===== src/rtl/block_move_ctrl_pkg.sv =====
// Shared types for the block move controller: FSM states, request kinds and
// the rotation wall-kick offset table.
package block_move_ctrl_pkg;

  localparam int KICK_IDX_W = 3;

  typedef enum logic [1:0] {
    ST_IDLE,
    ST_TEST,
    ST_DROP
  } state_t;

  typedef enum logic [1:0] {
    OP_FALL,
    OP_LEFT,
    OP_RIGHT,
    OP_ROT
  } op_t;

  // Kick order alternates around the committed column: 0, +1, -1, +2, -2, ...
  function automatic logic signed [3:0] kickOffset(input logic [KICK_IDX_W-1:0] idx);
    logic signed [3:0] off;
    case (idx)
      3'd0:    off = 4'sd0;
      3'd1:    off = 4'sd1;
      3'd2:    off = -4'sd1;
      3'd3:    off = 4'sd2;
      3'd4:    off = -4'sd2;
      3'd5:    off = 4'sd3;
      3'd6:    off = -4'sd3;
      default: off = 4'sd4;
    endcase
    return off;
  endfunction

endpackage


===== src/rtl/block_move_ctrl_if.sv =====
// Candidate/result handshake between the move controller and the collision checker.
interface block_move_ctrl_if #(
  parameter int BITS_X   = 4,
  parameter int BITS_Y   = 5,
  parameter int BITS_ROT = 2
);

  logic                chk_req;
  logic [BITS_X-1:0]   chk_x;
  logic [BITS_Y-1:0]   chk_y;
  logic [BITS_ROT-1:0] chk_rot;
  logic                chk_ack;
  logic                chk_fit;

  modport master (
    output chk_req, chk_x, chk_y, chk_rot,
    input  chk_ack, chk_fit
  );

  modport slave (
    input  chk_req, chk_x, chk_y, chk_rot,
    output chk_ack, chk_fit
  );

endinterface


===== src/rtl/block_move_ctrl_kick_offset.sv =====
// Applies a kick-table x offset to a base column and flags results that fall
// off either edge of the x range.
module block_move_ctrl_kick_offset
  import block_move_ctrl_pkg::*;
#(
  parameter int BITS_X = 4
) (
  input  logic [BITS_X-1:0]     baseX_i,
  input  logic [KICK_IDX_W-1:0] kickIdx_i,
  output logic [BITS_X-1:0]     candX_o,
  output logic                  wrap_o
);

  logic signed [3:0]        offset;
  logic signed [BITS_X+1:0] offsetExt;
  logic signed [BITS_X+1:0] sum;

  // Two guard bits: the top one catches underflow, the next catches overflow.
  always_comb begin
    offset    = kickOffset(kickIdx_i);
    offsetExt = (BITS_X+2)'(offset);
    sum       = $signed({2'b00, baseX_i}) + offsetExt;
    candX_o   = sum[BITS_X-1:0];
    wrap_o    = sum[BITS_X+1] | sum[BITS_X];
  end

endmodule


===== src/rtl/block_move_ctrl.sv =====
// Active-piece move controller: turns move requests into candidate positions,
// handshakes each with the collision checker, then commits or rejects it.
module block_move_ctrl
  import block_move_ctrl_pkg::*;
#(
  parameter int BITS_X    = 4,
  parameter int BITS_Y    = 5,
  parameter int BITS_ROT  = 2,
  parameter int NUM_KICKS = 3,
  parameter int SPAWN_X   = 3,
  parameter int SPAWN_Y   = 0
) (
  input  logic                clk,
  input  logic                rst_n,
  input  logic                spawn_i,
  input  logic                fall_en_i,
  input  logic                down_en_i,
  input  logic                left_en_i,
  input  logic                right_en_i,
  input  logic                rotate_en_i,
  input  logic                drop_en_i,
  block_move_ctrl_if.master   chk,
  output logic [BITS_X-1:0]   cur_x_o,
  output logic [BITS_Y-1:0]   cur_y_o,
  output logic [BITS_ROT-1:0] cur_rot_o,
  output logic                busy_o,
  output logic                move_done_o,
  output logic                lock_o
);

  localparam logic [BITS_X-1:0]     SPAWN_XV  = BITS_X'(SPAWN_X);
  localparam logic [BITS_Y-1:0]     SPAWN_YV  = BITS_Y'(SPAWN_Y);
  localparam logic [KICK_IDX_W-1:0] LAST_KICK = KICK_IDX_W'(NUM_KICKS - 1);

  state_t                  state_q,    state_d;
  op_t                     op_q,       op_d;
  logic [KICK_IDX_W-1:0]   kickIdx_q,  kickIdx_d;
  logic [BITS_X-1:0]       curX_q,     curX_d;
  logic [BITS_Y-1:0]       curY_q,     curY_d;
  logic [BITS_ROT-1:0]     curRot_q,   curRot_d;
  logic [BITS_X-1:0]       candX_q,    candX_d;
  logic [BITS_Y-1:0]       candY_q,    candY_d;
  logic [BITS_ROT-1:0]     candRot_q,  candRot_d;
  logic                    candWrap_q, candWrap_d;
  logic                    moveDone_q, moveDone_d;
  logic                    lock_q,     lock_d;

  logic [KICK_IDX_W-1:0]   kickSel;
  logic [BITS_X-1:0]       kickX;
  logic                    kickWrap;
  logic                    checkDone;
  logic                    checkFit;

  // Left and right reuse the kick table (+1 is entry 1, -1 is entry 2) so all
  // horizontal edge detection lives in one place.
  always_comb begin
    kickSel = '0;
    if (state_q == ST_IDLE) begin
      if (left_en_i)       kickSel = KICK_IDX_W'(2);
      else if (right_en_i) kickSel = KICK_IDX_W'(1);
    end else begin
      kickSel = kickIdx_q + KICK_IDX_W'(1);
    end
  end

  block_move_ctrl_kick_offset #(
    .BITS_X(BITS_X)
  ) u_kick (
    .baseX_i   (curX_q),
    .kickIdx_i (kickSel),
    .candX_o   (kickX),
    .wrap_o    (kickWrap)
  );

  always_ff @(posedge clk or negedge rst_n) begin
    if (!rst_n) begin
      state_q    <= ST_IDLE;
      op_q       <= OP_FALL;
      kickIdx_q  <= '0;
      curX_q     <= SPAWN_XV;
      curY_q     <= SPAWN_YV;
      curRot_q   <= '0;
      candX_q    <= SPAWN_XV;
      candY_q    <= SPAWN_YV;
      candRot_q  <= '0;
      candWrap_q <= 1'b0;
      moveDone_q <= 1'b0;
      lock_q     <= 1'b0;
    end else begin
      state_q    <= state_d;
      op_q       <= op_d;
      kickIdx_q  <= kickIdx_d;
      curX_q     <= curX_d;
      curY_q     <= curY_d;
      curRot_q   <= curRot_d;
      candX_q    <= candX_d;
      candY_q    <= candY_d;
      candRot_q  <= candRot_d;
      candWrap_q <= candWrap_d;
      moveDone_q <= moveDone_d;
      lock_q     <= lock_d;
    end
  end

  // A wrapped candidate never reaches the checker; it resolves as a misfit
  // in the same cycle it would otherwise have been presented.
  always_comb begin
    state_d    = state_q;
    op_d       = op_q;
    kickIdx_d  = kickIdx_q;
    curX_d     = curX_q;
    curY_d     = curY_q;
    curRot_d   = curRot_q;
    candX_d    = candX_q;
    candY_d    = candY_q;
    candRot_d  = candRot_q;
    candWrap_d = candWrap_q;
    moveDone_d = 1'b0;
    lock_d     = 1'b0;
    checkDone  = (state_q != ST_IDLE) && (candWrap_q || chk.chk_ack);
    checkFit   = !candWrap_q && chk.chk_fit;

    case (state_q)
      ST_IDLE: begin
        candX_d    = curX_q;
        candY_d    = curY_q;
        candRot_d  = curRot_q;
        candWrap_d = 1'b0;
        kickIdx_d  = '0;
        if (fall_en_i || down_en_i) begin
          op_d       = OP_FALL;
          candY_d    = curY_q + 1'b1;
          candWrap_d = &curY_q;
          state_d    = ST_TEST;
        end else if (left_en_i || right_en_i) begin
          op_d       = left_en_i ? OP_LEFT : OP_RIGHT;
          candX_d    = kickX;
          candWrap_d = kickWrap;
          state_d    = ST_TEST;
        end else if (rotate_en_i) begin
          op_d       = OP_ROT;
          candX_d    = kickX;
          candWrap_d = kickWrap;
          candRot_d  = curRot_q + 1'b1;
          state_d    = ST_TEST;
        end else if (drop_en_i) begin
          candY_d    = curY_q + 1'b1;
          candWrap_d = &curY_q;
          state_d    = ST_DROP;
        end
      end

      ST_TEST: begin
        if (checkDone) begin
          if (checkFit) begin
            curX_d     = candX_q;
            curY_d     = candY_q;
            curRot_d   = candRot_q;
            moveDone_d = 1'b1;
            state_d    = ST_IDLE;
          end else if (op_q == OP_ROT && kickIdx_q != LAST_KICK) begin
            kickIdx_d  = kickIdx_q + 1'b1;
            candX_d    = kickX;
            candWrap_d = kickWrap;
          end else begin
            moveDone_d = 1'b1;
            lock_d     = (op_q == OP_FALL);
            state_d    = ST_IDLE;
          end
        end
      end

      ST_DROP: begin
        if (checkDone) begin
          if (checkFit) begin
            curY_d     = candY_q;
            candY_d    = candY_q + 1'b1;
            candWrap_d = &candY_q;
          end else begin
            moveDone_d = 1'b1;
            lock_d     = 1'b1;
            state_d    = ST_IDLE;
          end
        end
      end

      default: state_d = ST_IDLE;
    endcase

    if (spawn_i) begin
      state_d    = ST_IDLE;
      kickIdx_d  = '0;
      curX_d     = SPAWN_XV;
      curY_d     = SPAWN_YV;
      curRot_d   = '0;
      candX_d    = SPAWN_XV;
      candY_d    = SPAWN_YV;
      candRot_d  = '0;
      candWrap_d = 1'b0;
      moveDone_d = 1'b0;
      lock_d     = 1'b0;
    end
  end

  assign chk.chk_req  = (state_q != ST_IDLE) && !candWrap_q;
  assign chk.chk_x    = (state_q == ST_IDLE) ? curX_q   : candX_q;
  assign chk.chk_y    = (state_q == ST_IDLE) ? curY_q   : candY_q;
  assign chk.chk_rot  = (state_q == ST_IDLE) ? curRot_q : candRot_q;

  assign cur_x_o      = curX_q;
  assign cur_y_o      = curY_q;
  assign cur_rot_o    = curRot_q;
  assign busy_o       = (state_q != ST_IDLE);
  assign move_done_o  = moveDone_q;
  assign lock_o       = lock_q;

endmodule


===== src/flat_wrapper.sv =====
// flat-port wrapper written by rule: the top's interface ports become plain ports
module block_move_ctrl_flat import block_move_ctrl_pkg::*;
#(
  parameter int BITS_X    = 4,
  parameter int BITS_Y    = 5,
  parameter int BITS_ROT  = 2,
  parameter int NUM_KICKS = 3,
  parameter int SPAWN_X   = 3,
  parameter int SPAWN_Y   = 0
)
  (clk, rst_n, spawn_i, fall_en_i, down_en_i, left_en_i, right_en_i, rotate_en_i, drop_en_i, cur_x_o, cur_y_o, cur_rot_o, busy_o, move_done_o, lock_o, chk_chk_req, chk_chk_x, chk_chk_y, chk_chk_rot, chk_chk_ack, chk_chk_fit);
  block_move_ctrl_if #(.BITS_X(BITS_X), .BITS_Y(BITS_Y), .BITS_ROT(BITS_ROT)) chk_i ();
  input  logic clk;
  input  logic rst_n;
  input  logic spawn_i;
  input  logic fall_en_i;
  input  logic down_en_i;
  input  logic left_en_i;
  input  logic right_en_i;
  input  logic rotate_en_i;
  input  logic drop_en_i;
  output logic [BITS_X-1:0] cur_x_o;
  output logic [BITS_Y-1:0] cur_y_o;
  output logic [BITS_ROT-1:0] cur_rot_o;
  output logic busy_o;
  output logic move_done_o;
  output logic lock_o;
  output wire logic [$bits(chk_i.chk_req)-1:0] chk_chk_req;
  output wire logic [$bits(chk_i.chk_x)-1:0] chk_chk_x;
  output wire logic [$bits(chk_i.chk_y)-1:0] chk_chk_y;
  output wire logic [$bits(chk_i.chk_rot)-1:0] chk_chk_rot;
  input wire logic [$bits(chk_i.chk_ack)-1:0] chk_chk_ack;
  input wire logic [$bits(chk_i.chk_fit)-1:0] chk_chk_fit;
  assign chk_chk_req = chk_i.chk_req;
  assign chk_chk_x = chk_i.chk_x;
  assign chk_chk_y = chk_i.chk_y;
  assign chk_chk_rot = chk_i.chk_rot;
  assign chk_i.chk_ack = chk_chk_ack;
  assign chk_i.chk_fit = chk_chk_fit;
  block_move_ctrl #(.BITS_X(BITS_X), .BITS_Y(BITS_Y), .BITS_ROT(BITS_ROT), .NUM_KICKS(NUM_KICKS), .SPAWN_X(SPAWN_X), .SPAWN_Y(SPAWN_Y)) u_core (.clk(clk), .rst_n(rst_n), .spawn_i(spawn_i), .fall_en_i(fall_en_i), .down_en_i(down_en_i), .left_en_i(left_en_i), .right_en_i(right_en_i), .rotate_en_i(rotate_en_i), .drop_en_i(drop_en_i), .chk(chk_i), .cur_x_o(cur_x_o), .cur_y_o(cur_y_o), .cur_rot_o(cur_rot_o), .busy_o(busy_o), .move_done_o(move_done_o), .lock_o(lock_o));
endmodule

===== config.mk =====
export PLATFORM = sky130hd
export DESIGN_NAME = block_move_ctrl_flat
export DESIGN_NICKNAME = d
export VERILOG_FILES = /design/src/rtl/block_move_ctrl_pkg.sv /design/src/rtl/block_move_ctrl_if.sv /design/src/rtl/block_move_ctrl_kick_offset.sv /design/src/rtl/block_move_ctrl.sv /design/src/flat_wrapper.sv
export SDC_FILE = /design/constraint.sdc
export NUM_CORES = 1
export LEC_CHECK = 0
export BUFFER_PORTS_ARGS = -buffer_cell sky130_fd_sc_hd__buf_2
export CELL_PAD_IN_SITES_DETAIL_PLACEMENT = 0
export CELL_PAD_IN_SITES_GLOBAL_PLACEMENT = 1
export CORE_UTILIZATION = 47
export DETAILED_ROUTE_END_ITERATION = 10
export PLACE_DENSITY_LB_ADDON = 0.1
export RECOVER_POWER = 100
export SYNTH_ARGS = -nofsm -noshare
export SYNTH_HDL_FRONTEND = slang
export SYNTH_SLANG_ARGS = --single-unit

===== constraint.sdc =====
create_clock -name clk -period 7.3 [get_ports clk]
set_input_delay 0.365 -clock clk [delete_from_list [all_inputs] [get_ports clk]]
set_output_delay 0.365 -clock clk [all_outputs]
set_load 0.05 [all_outputs]

Yosys cells after proc, flatten, opt, wreduce, memory -nomap -nowiden

Index checks and enable logic that the tools add are counted.

Register bits after elaboration: 32
Output and inout port bits: 26

Add/subtract/negate cells: 5
Equal/unequal tests: 18
Muxes and demuxes: 83
Bitwise logic cells: 1
Reductions and logical operators: 31

Operators by type and width:

| kind                                                                    | number |
|---|---|
| 5-bit two-way mux                                                       | 12 |
| 2-bit two-way mux                                                       | 24 |
| 4-bit two-way mux                                                       | 12 |
| 4-bit one-hot mux with 7 select lines                                   | 1 |
| 1-bit two-way mux                                                       | 21 |
| 3-bit two-way mux                                                       | 6 |
| 3-bit by 2-bit inequality test with 1-bit output, second input constant | 5 |
| 5-bit AND reduction                                                     | 3 |
| 2-bit nonzero test                                                      | 6 |
| 5-bit by 1-bit adder with 5-bit output, second input constant           | 2 |
| 5-bit one-hot mux with 2 select lines                                   | 1 |
| 3-bit == test, second input constant                                    | 3 |
| 3-bit AND reduction                                                     | 3 |
| 3-bit nonzero test                                                      | 3 |
| 4-bit one-hot mux with 2 select lines                                   | 1 |
| 5-bit by 4-bit adder with 6-bit output                                  | 1 |
| 3-bit by 2-bit == test with 1-bit output, second input constant         | 2 |
| 3-bit inequality test, second input constant                            | 2 |
| 6-bit by 4-bit inequality test with 1-bit output, second input constant | 1 |
| 2-bit one-hot mux with 3 select lines                                   | 1 |
| 3-bit one-hot mux with 2 select lines                                   | 1 |
| 6-bit AND reduction                                                     | 1 |
| 2-bit == test, second input constant                                    | 2 |
| 1-bit logical AND                                                       | 4 |
| other kinds (16)                                                        | 20 |

Logic depth before layout (Yosys ltp)

Gate-level depths: netlist of the first run.

Word-level depth: 12
Gate-level depth with buffers: 16

Hierarchy

Synthesis of the first run repeated with hierarchy kept, for this count alone.

Cells, all modules: 261
Area, all modules: 2329.7 µm²

By module, submodules not included:

| module                      | instances | cells each | area each (µm²) |
|---|---|---|---|
| block_move_ctrl             | 1         | 231        | 2103.3 |
| block_move_ctrl_kick_offset | 1         | 30         | 226.5 |

Least setup slack after synthesis of the first run

OpenSTA, ideal clock, no wires.

Path type: reg-to-reg
From: register u_core.state_q[0]
To: register u_core.candX_q[3]
Library setup time: 0.064 ns
Arrival: 3.234 ns
Data required time: 7.236 ns
Path slack: 4.002 ns
Stages on the path, launching flop included: 17
Path buffers: 2
Clock period less this slack: 3.298 ns
Cells stage by stage: dfrtp_1 -> inv_1 -> ha_1 -> buf_2 -> buf_1 -> mux2i_1 -> inv_1 -> ha_1 -> nor3_1 -> nor2_1 -> o21ai_0 -> ha_1 -> nor2_1 -> nor2_1 -> xor2_1 -> a2111oi_2 -> a21o_1

Longest elaborated chain between the ends: 10

RTL lines:

| what                                        | line                                           | text |
|---|---|---|
| from (decl)                                 | block_move_ctrl.sv:35                          | `state_t state_q, state_d;` |
| from (signal assigned)                      | block_move_ctrl.sv:90                          | `state_q <= state_d;` |
| 2-bit zero test                             | block_move_ctrl.sv:58, block_move_ctrl.sv:123  |  |
| 3-bit two-way mux                           | block_move_ctrl.sv:58                          | `if (state_q == ST_IDLE) begin` |
| 3-bit == test, or another cell as far along | block_move_ctrl_pkg.sv:23                      | `case (idx)` |
| 4-bit one-hot mux with 7 select lines       | block_move_ctrl_pkg.sv:23                      |  |
| 5-bit by 4-bit adder with 6-bit output      | block_move_ctrl_kick_offset.sv:22              | `sum = $signed({2'b00, baseX_i}) + offsetExt;` |
| 4-bit two-way mux, on equally long branches | block_move_ctrl.sv:161, block_move_ctrl.sv:140 |  |
| 4-bit two-way mux, on equally long branches | block_move_ctrl.sv:155, block_move_ctrl.sv:135 |  |
| 4-bit two-way mux, on equally long branches | block_move_ctrl.sv:154, block_move_ctrl.sv:130 |  |
| 4-bit one-hot mux with 2 select lines       | block_move_ctrl.sv:123                         | `case (state_q)` |
| 4-bit two-way mux                           | block_move_ctrl.sv:190                         | `if (spawn_i) begin` |
| to (signal assigned)                        | block_move_ctrl.sv:96                          | `candX_q <= candX_d;` |
| to (decl)                                   | block_move_ctrl.sv:41                          | `logic [BITS_X-1:0] candX_q, candX_d;` |

Parallel ways exist; a longest one is shown, timed or not. The select of a mux whose other input is x is not followed.
A chain may end at the register's enable or synchronous reset.

Worst setup path in the final report of the first run

Ends and elaborated chain as after synthesis.

==> results of run 1 <==
metrics by stage:
step	hold slack [ns]	instance area, µm²
2_1_floorplan	0.0694	2400
3_3_place_gp	0.460	2640
3_5_place_dp	0.464	2640
4_1_cts	0.165	2720
5_1_grt	0.454	2640
6_report	0.415	2640
where the power goes:
part / switching [W] / internal [W] / leakage [nW]
Clock: 0.0000696 / 0.0000670 / 0.0422
Combinational: 0.000237 / 0.000126 / 0.683
Sequential: 0.0000242 / 0.000204 / 0.426
cell type report:
cell class,instances,share of cell area
Clock buffer,7,0.0290
Clock inverter,1,0.00190
Inverter,11,0.0157
Multi-Input combinational cell,208,0.557
Sequential cell,32,0.306
Tap cell,67,0.0318
Timing Repair Buffer,38,0.0593
cells in the final DEF, fill, tap and decap left out, types with 2 or more instances in the layout:
| cell type | synthesis | layout |
|---|---|---|
| clkbuf_1 | 6 | 29 |
| nand2_1 | 28 | 28 |
| dfrtp_1 | 28 | 28 |
| nor2_1 | 20 | 20 |
| ha_1 | 20 | 20 |
| a21oi_1 | 19 | 19 |
| mux2_2 | 15 | 13 |
| nand3_1 | 12 | 12 |
| inv_1 | 11 | 11 |
| buf_2 | 4 | 11 |
| o21ai_0 | 7 | 9 |
| nor3_1 | 7 | 7 |
| nand2b_1 | 6 | 6 |
| nor2b_1 | 5 | 5 |
| and3_1 | 5 | 5 |
| o31ai_1 | 4 | 5 |
| clkbuf_8 | 0 | 5 |
| mux2i_1 | 4 | 4 |
| dfstp_2 | 4 | 4 |
| xnor2_1 | 3 | 3 |
| or3_1 | 3 | 3 |
| xor2_1 | 3 | 3 |
| a211oi_1 | 2 | 3 |
| a31oi_1 | 3 | 3 |
| a21o_1 | 3 | 3 |
| mux2_1 | 0 | 2 |
| a22o_1 | 2 | 2 |
| nor3b_1 | 2 | 2 |
| nand4b_1 | 2 | 2 |
| a221o_1 | 2 | 2 |
| a211o_1 | 2 | 2 |
sequential cells by signal, summed over array words and instances, names as in the netlist:
name	count
u_core.op_q	2
u_core.cur_y_o	5
u_core.move_done_o	1
u_core.cur_x_o	4
u_core.lock_o	1
u_core.state_q	2
u_core.candX_q	4
u_core.kickIdx_q	3
u_core.candRot_q	2
u_core.cur_rot_o	2
u_core.candY_q	5
u_core.candWrap_q	1
worst max-delay path: cells and delay by family (launching register included):
kind | cells | cell delay [ns]
xor gates and xnor gates | 1 | 0.15
DFF | 1 | 0.39
and+or+nand+nor | 4 | 0.43
muxes | 1 | 0.39
buffers and inverters | 3 | 1.16
AOI/OAI and AO/OA | 3 | 0.70
adders and majority gates | 3 | 0.68
logic make-up after synthesis:
| logic type | Yosys count |
|---|---|
| xor+xnor | 6 |
| simple gates | 98 |
| buf+inv | 23 |
| compound gates | 64 |
| flops | 32 |
| mux | 19 |
| fa+ha+maj | 21 |
metal layers:
metal  GRT usage  vias to the layer above  part of all wire
li1            -                     1019                 -
met1       0.325                     1013              0.49
met2       0.374                       51              0.46
met3      0.0453                        5             0.041
met4      0.0705                        0             0.011
met5           0                        -                 0
worst paths after layout:
check,startpoint,end,depth (start not counted)
setup / recovery,u_core.state_q[0]$_DFFE_PN0P_,u_core.candX_q[3]$_DFFE_PN0P_,15
hold / removal,right_en_i,u_core.op_q[0]$_DFFE_PN0P_,4
setup reg to reg,u_core.state_q[0]$_DFFE_PN0P_,u_core.candX_q[3]$_DFFE_PN0P_,15
hold reg to reg,u_core.candX_q[0]$_DFFE_PN1P_,u_core.candX_q[0]$_DFFE_PN1P_,2
max in group asynchronous,rst_n,u_core.candX_q[3]$_DFFE_PN0P_,1
min in group asynchronous,rst_n,u_core.lock_o$_DFF_PN0_,1
==> summary.md, run 1 <==
| Metric | Value |
|---|---|
| Status | complete, but fails checks |
| Failing checks | max-capacitance violations, max-slew violations |
| CTS-repair resized insts | 0 |
| Total track usage | 0.236 |
| Row count | 25 |
| Main combinational cell family by area after synthesis | simple AND/OR/NAND/NOR gates |
| Synth area leader | dfrtp_1 |
| Number of enable flip-flop cells after synthesis | 0 |
| Max Buffers Root-to-Sink | 2 |
| Unrepaired setup endpoints after global routing | false |
| Synth top area share | 0.292 |
| Synth Area in Simple Gates | 0.212 |
| Yosys cell types | 57 |
| Proportion of layout cells with a drive suffix above 1 | 0.135 |
| Crit Path Category | flop to flop |
| Asr flop ratio synth | 1.00 |
| Core Area | 0.00482 mm² |
| Slew margin rel. | -0.211 |
| Startpoint Class | flop |
| Post-CTS setup buffer count | 0 |
| DP Worst Slack | 4.07 ns |
| Die area | 0.00540 mm² |
| Worst setup EP type | flop |
| Drt total wl | just under 6000 µm |
| Clock buffer count from CTS | 5 |
| Cells along the critical path | inv_1, ha_1, clkbuf_1, mux2i_1, inv_1, ha_1, nor3_1, nor2_1, o21ai_0, ha_1, nor2_1, nor2_1, xor2_1, a2111oi_0, a21o_1 |
| R2R setup slack | 3.33 ns |
| Avg WL per Cell | 15.9 µm |
| ANT cells | 0 |
| DRT iter0 DRCs | 100 |
| Synth cell count leaders | 28 x dfrtp_1, 28 x nand2_1, 20 x ha_1, 20 x nor2_1, 19 x a21oi_1 |
| Net Count, Synth | 295 |
| Port Buf Inserts | 36 |
| Drt drc | 0 |
| XOR/XNOR Fraction of Synth Area | 0.0219 |
| CTS tree | done |
| Reg area | between 800 and 900 µm² |
| Worst path arrival time | 4.20 ns |
| Clk root buf | clkbuf_8 |
| Final Hold Fails | 0 |
| Final period utilization | 0.544 |
| Nets | 328 |
| Final Skew | 0.00460 ns |
| Die height | 73.5 µm |
| Initial antenna violation count | 0 |
| Synth warn | 0 |
| Synth Flop Type | dfrtp_1 |
| Upper clock frequency limit | 252 MHz |
| Register bit total from synthesis | 32 |
| Max cap viols | 1 |
| Overall power | 0.000727 W |
| Required time worst endpoint | roughly 7.5 ns |
| Hpwl dp | 4040 µm |
| Vias in the first global route | 1928 |
| Mux contribution to synthesized area | 0.0870 |
| Complex-gate fraction of the synthesized area | 0.193 |
| Leak | 1.15 nW |
| Max FO, Critical Path | 25 |
| Detail Route Antenna Nets | 0 |
| Slowest cell delay on critical path | 0.92 ns |
| Setup TNS Final | 0 ns |
| Largest net degree at the start of global routing | 34 |
| Final Util | 0.547 |
| # IOs | 37 |
| Top cells by area, synth | dfrtp_1 29%, ha_1 10%, mux2_2 7.0% |
| Overflow after GRT | 0 |
| Worst IR Drop VDD | 0.000117 V |
| Power per cell area | around 280 mW/mm² |
| Area occupied by multi-input gates | 0.00147 mm² |
| Fill cells | 490 |
| Clock Pin Slew Worst Setup and Hold Paths | 0.07 ns |
| Count of clock tree sinks | 32 |
| Post-Place Cells | 356 |
| Cells after synthesis | 263 |
| Initial Util | 0.498 |
| Adder-cell area share of the yosys netlist | 0.113 |
| Max H-tree Level | 2 |
| Final Non-Filler Cells | 364 |
| Avg Cell Area, Syn | 9.13 µm² |
| CTS Hold Bufs | 0 |
| Cell area after technology mapping | 0.00240 mm² |
| DR vias/cell | 5.74 |
| Worst-Margin Slew | 1.82 ns |
| Post-synthesis sequential area ratio | 0.336 |
| Die width | 73.5 µm |
| Syn-to-layout area delta | 9.80% |
| Slew Limit Fails | 33 |
| DRT Pass-1 Iters | 4 |
| CP max stage cell | clkbuf_1 |
| Clock Latency Late Sink | 0.29 ns |
| Routability cong. | 0.771 |
| First-pass GRT wire length | between 9000 and 10000 µm |
| Hold Path Class | primary input to flop |
| Via Count | about 2100 |
| Min Tclk post-route | 3.97 ns |
| Final setup margin | between 3 and 4 ns |
| Setup violations, final | 0 |
No activity file was read; power rests on OpenSTA's default activity.
==> run 2, diff against run 1 <==
--- a/config.mk
+++ b/config.mk
@@ -8,7 +8,7 @@
 export BUFFER_PORTS_ARGS = -buffer_cell sky130_fd_sc_hd__buf_2
 export CELL_PAD_IN_SITES_DETAIL_PLACEMENT = 0
 export CELL_PAD_IN_SITES_GLOBAL_PLACEMENT = 1
-export CORE_UTILIZATION = 47
+export CORE_UTILIZATION = 43
 export DETAILED_ROUTE_END_ITERATION = 10
 export PLACE_DENSITY_LB_ADDON = 0.1
 export RECOVER_POWER = 100
==> constraint.sdc (replaced) <==
create_clock -name clk -period 3.7 [get_ports clk]
set_input_delay 0.185 -clock clk [delete_from_list [all_inputs] [get_ports clk]]
set_output_delay 0.185 -clock clk [all_outputs]
set_load 0.05 [all_outputs]
==> summary.md, run 2 (synthesized netlist as in run 1, its figures left out) <==
| Metric | Value |
|---|---|
| Post-CTS setup buffer count | 0 |
| Clock Pin Slew Worst Setup and Hold Paths | 0.07 ns |
| Setup violations, final | 0 |
| Drt total wl | 5720 µm |
| Proportion of layout cells with a drive suffix above 1 | 0.147 |
| Upper clock frequency limit | 319 MHz |
| Drt drc | 0 |
| Max cap viols | 1 |
| Max H-tree Level | 2 |
| Leak | 1.18 nW |
| CTS-repair resized insts | 0 |
| Routability cong. | 0.788 |
| Most frequent CP cell | ha_1 |
| Avg WL per Cell | 15.5 µm |
| Clock Latency Late Sink | 0.28 ns |
| CTS Hold Bufs | 1 |
| Worst setup EP type | flop |
| Status | complete, but fails checks |
| Count of clock tree sinks | 32 |
| Die height | 76.7 µm |
| Worst IR Drop VDD | 0.000254 V |
| DRT Pass-1 Iters | 4 |
| Nets | 330 |
| Cells along the critical path | inv_1, ha_1, nor2_1, a21oi_1, ha_1, o21ai_0, o31ai_1, ha_1, xor2_1, a2111oi_0, a21o_1 |
| Clock buffer count from CTS | 5 |
| Die width | ~77 µm |
| CP max stage cell | o31ai_1 |
| Total track usage | 0.210 |
| Row count | 26 |
| Max Buffers Root-to-Sink | 2 |
| Slew margin rel. | -0.220 |
| Post-Place Cells | 360 |
| Fill cells | 531 |
| Setup TNS Final | 0 ns |
| Max FO, Critical Path | 6 |
| First-pass GRT wire length | 9760 µm |
| Area occupied by multi-input gates | 0.00147 mm² |
| R2R setup slack | between 0.5 and 0.6 ns |
| Detail Route Antenna Nets | 0 |
| Reg area | 806 µm² |
| DRT iter0 DRCs | 100 |
| Clk root buf | clkbuf_8 |
| Port Buf Inserts | 36 |
| DR vias/cell | 5.55 |
| Startpoint Class | flop |
| Fin area | around 0.0027 mm² |
| Largest net degree at the start of global routing | 34 |
| ANT cells | 0 |
| Unrepaired setup endpoints after global routing | false |
| Cell Area, Placed | 0.00265 mm² |
| Vias in the first global route | 1987 |
| Required time worst endpoint | slightly below 4 ns |
| Power per cell area | 571 mW/mm² |
| CP delay by family, top | compound AO/OA/AOI/OAI gates |
| Worst path arrival time | around 3.4 ns |
| Overflow after GRT | 0 |
| Failing checks | max-capacitance violations, max-slew violations |
| Die area | between 0.005 and 0.006 mm² |
| # IOs | 37 |
| Crit Path Category | flop to flop |
| Final period utilization | 0.848 |
| Slew Limit Fails | 33 |
| Final Skew | 0.00577 ns |
| Slowest cell delay on critical path | 0.51 ns |
| Initial antenna violation count | 0 |
| Hpwl dp | approximately 4000 µm |
| Final Hold Fails | 0 |
| Worst-Margin Slew | around 1.8 ns |
| Core Area | 0.00524 mm² |
| WHS | 0.241 ns |
| Syn-to-layout area delta | 12.6% |
| Min Tclk post-route | 3.14 ns |
| Final Util | 0.516 |
| Final Non-Filler Cells | 369 |
| Hold Path Class | primary input to flop |
| CTS tree | done |
| Initial Util | 0.458 |
| Buf+Inv Stages, Crit Path | 1 |
| Commonest cells after routing, fill and taps aside | 28 x nand2_1, 28 x clkbuf_1, 28 x dfrtp_1 |
| Via Count | 2049 |
[run 2: changes by cell type in the layout (fill, tap and decap cells not counted), moves of 2 or more]
cell / before / now
mux2_1: 2 / 0
buf_2: 11 / 9
clkbuf_8: 5 / 7
buf_4: 0 / 2
mux2_2: 13 / 15
[run 2: final timing paths]
check	to	start	cells after the start
max	u_core.candX_q[3]$_DFFE_PN0P_	u_core.state_q[0]$_DFFE_PN0P_	11
min	u_core.op_q[0]$_DFFE_PN0P_	left_en_i	3
max reg2reg	u_core.candX_q[3]$_DFFE_PN0P_	u_core.state_q[0]$_DFFE_PN0P_	11
min reg2reg	u_core.candRot_q[1]$_DFFE_PN0P_	u_core.cur_rot_o[1]$_DFFE_PN0P_	1
max in group asynchronous	u_core.candX_q[2]$_DFFE_PN0P_	rst_n	2
min in group asynchronous	u_core.move_done_o$_DFF_PN0_	rst_n	2
[run 2: layer usage]
metal / GRT usage / share of wire
met3: 0.0405 / 0.039
met5: 0 / 0
met1: 0.295 / 0.50
met4: 0.0635 / 0.0079
met2: 0.323 / 0.46
[run 2: metrics by stage]
| stage | total power [W] | setup slack (ns) |
|---|---|---|
| 3_3_place_gp | 0.00122 | 0.716 |
| 4_1_cts | 0.00160 | 0.594 |
| 6_report | 0.00154 | 0.561 |
| 5_1_grt | 0.00167 | 0.259 |
| 2_1_floorplan | 0.00104 | 0.402 |
| 3_5_place_dp | 0.00122 | 0.642 |
[run 2: final cells by class]
cell class	instances	share of cell area
Multi-Input combinational cell	208	0.543
Clock buffer	7	0.0356
Inverter	11	0.0153
Tap cell	70	0.0324
Timing Repair Buffer	40	0.0648
Clock inverter	1	0.0111
Sequential cell	32	0.298
[run 2: worst min-delay path: stages]
cell      delay [ns]
buf_2           0.13
inv_1           0.09
a221oi_1        0.08
[run 2: report_power, final]
group / internal [W] / total (W) / switching, W
clock: 0.000238 / 0.000369 / 0.000131
sequential: 0.000402 / 0.000446 / 0.0000449
combinational: 0.000256 / 0.000729 / 0.000472
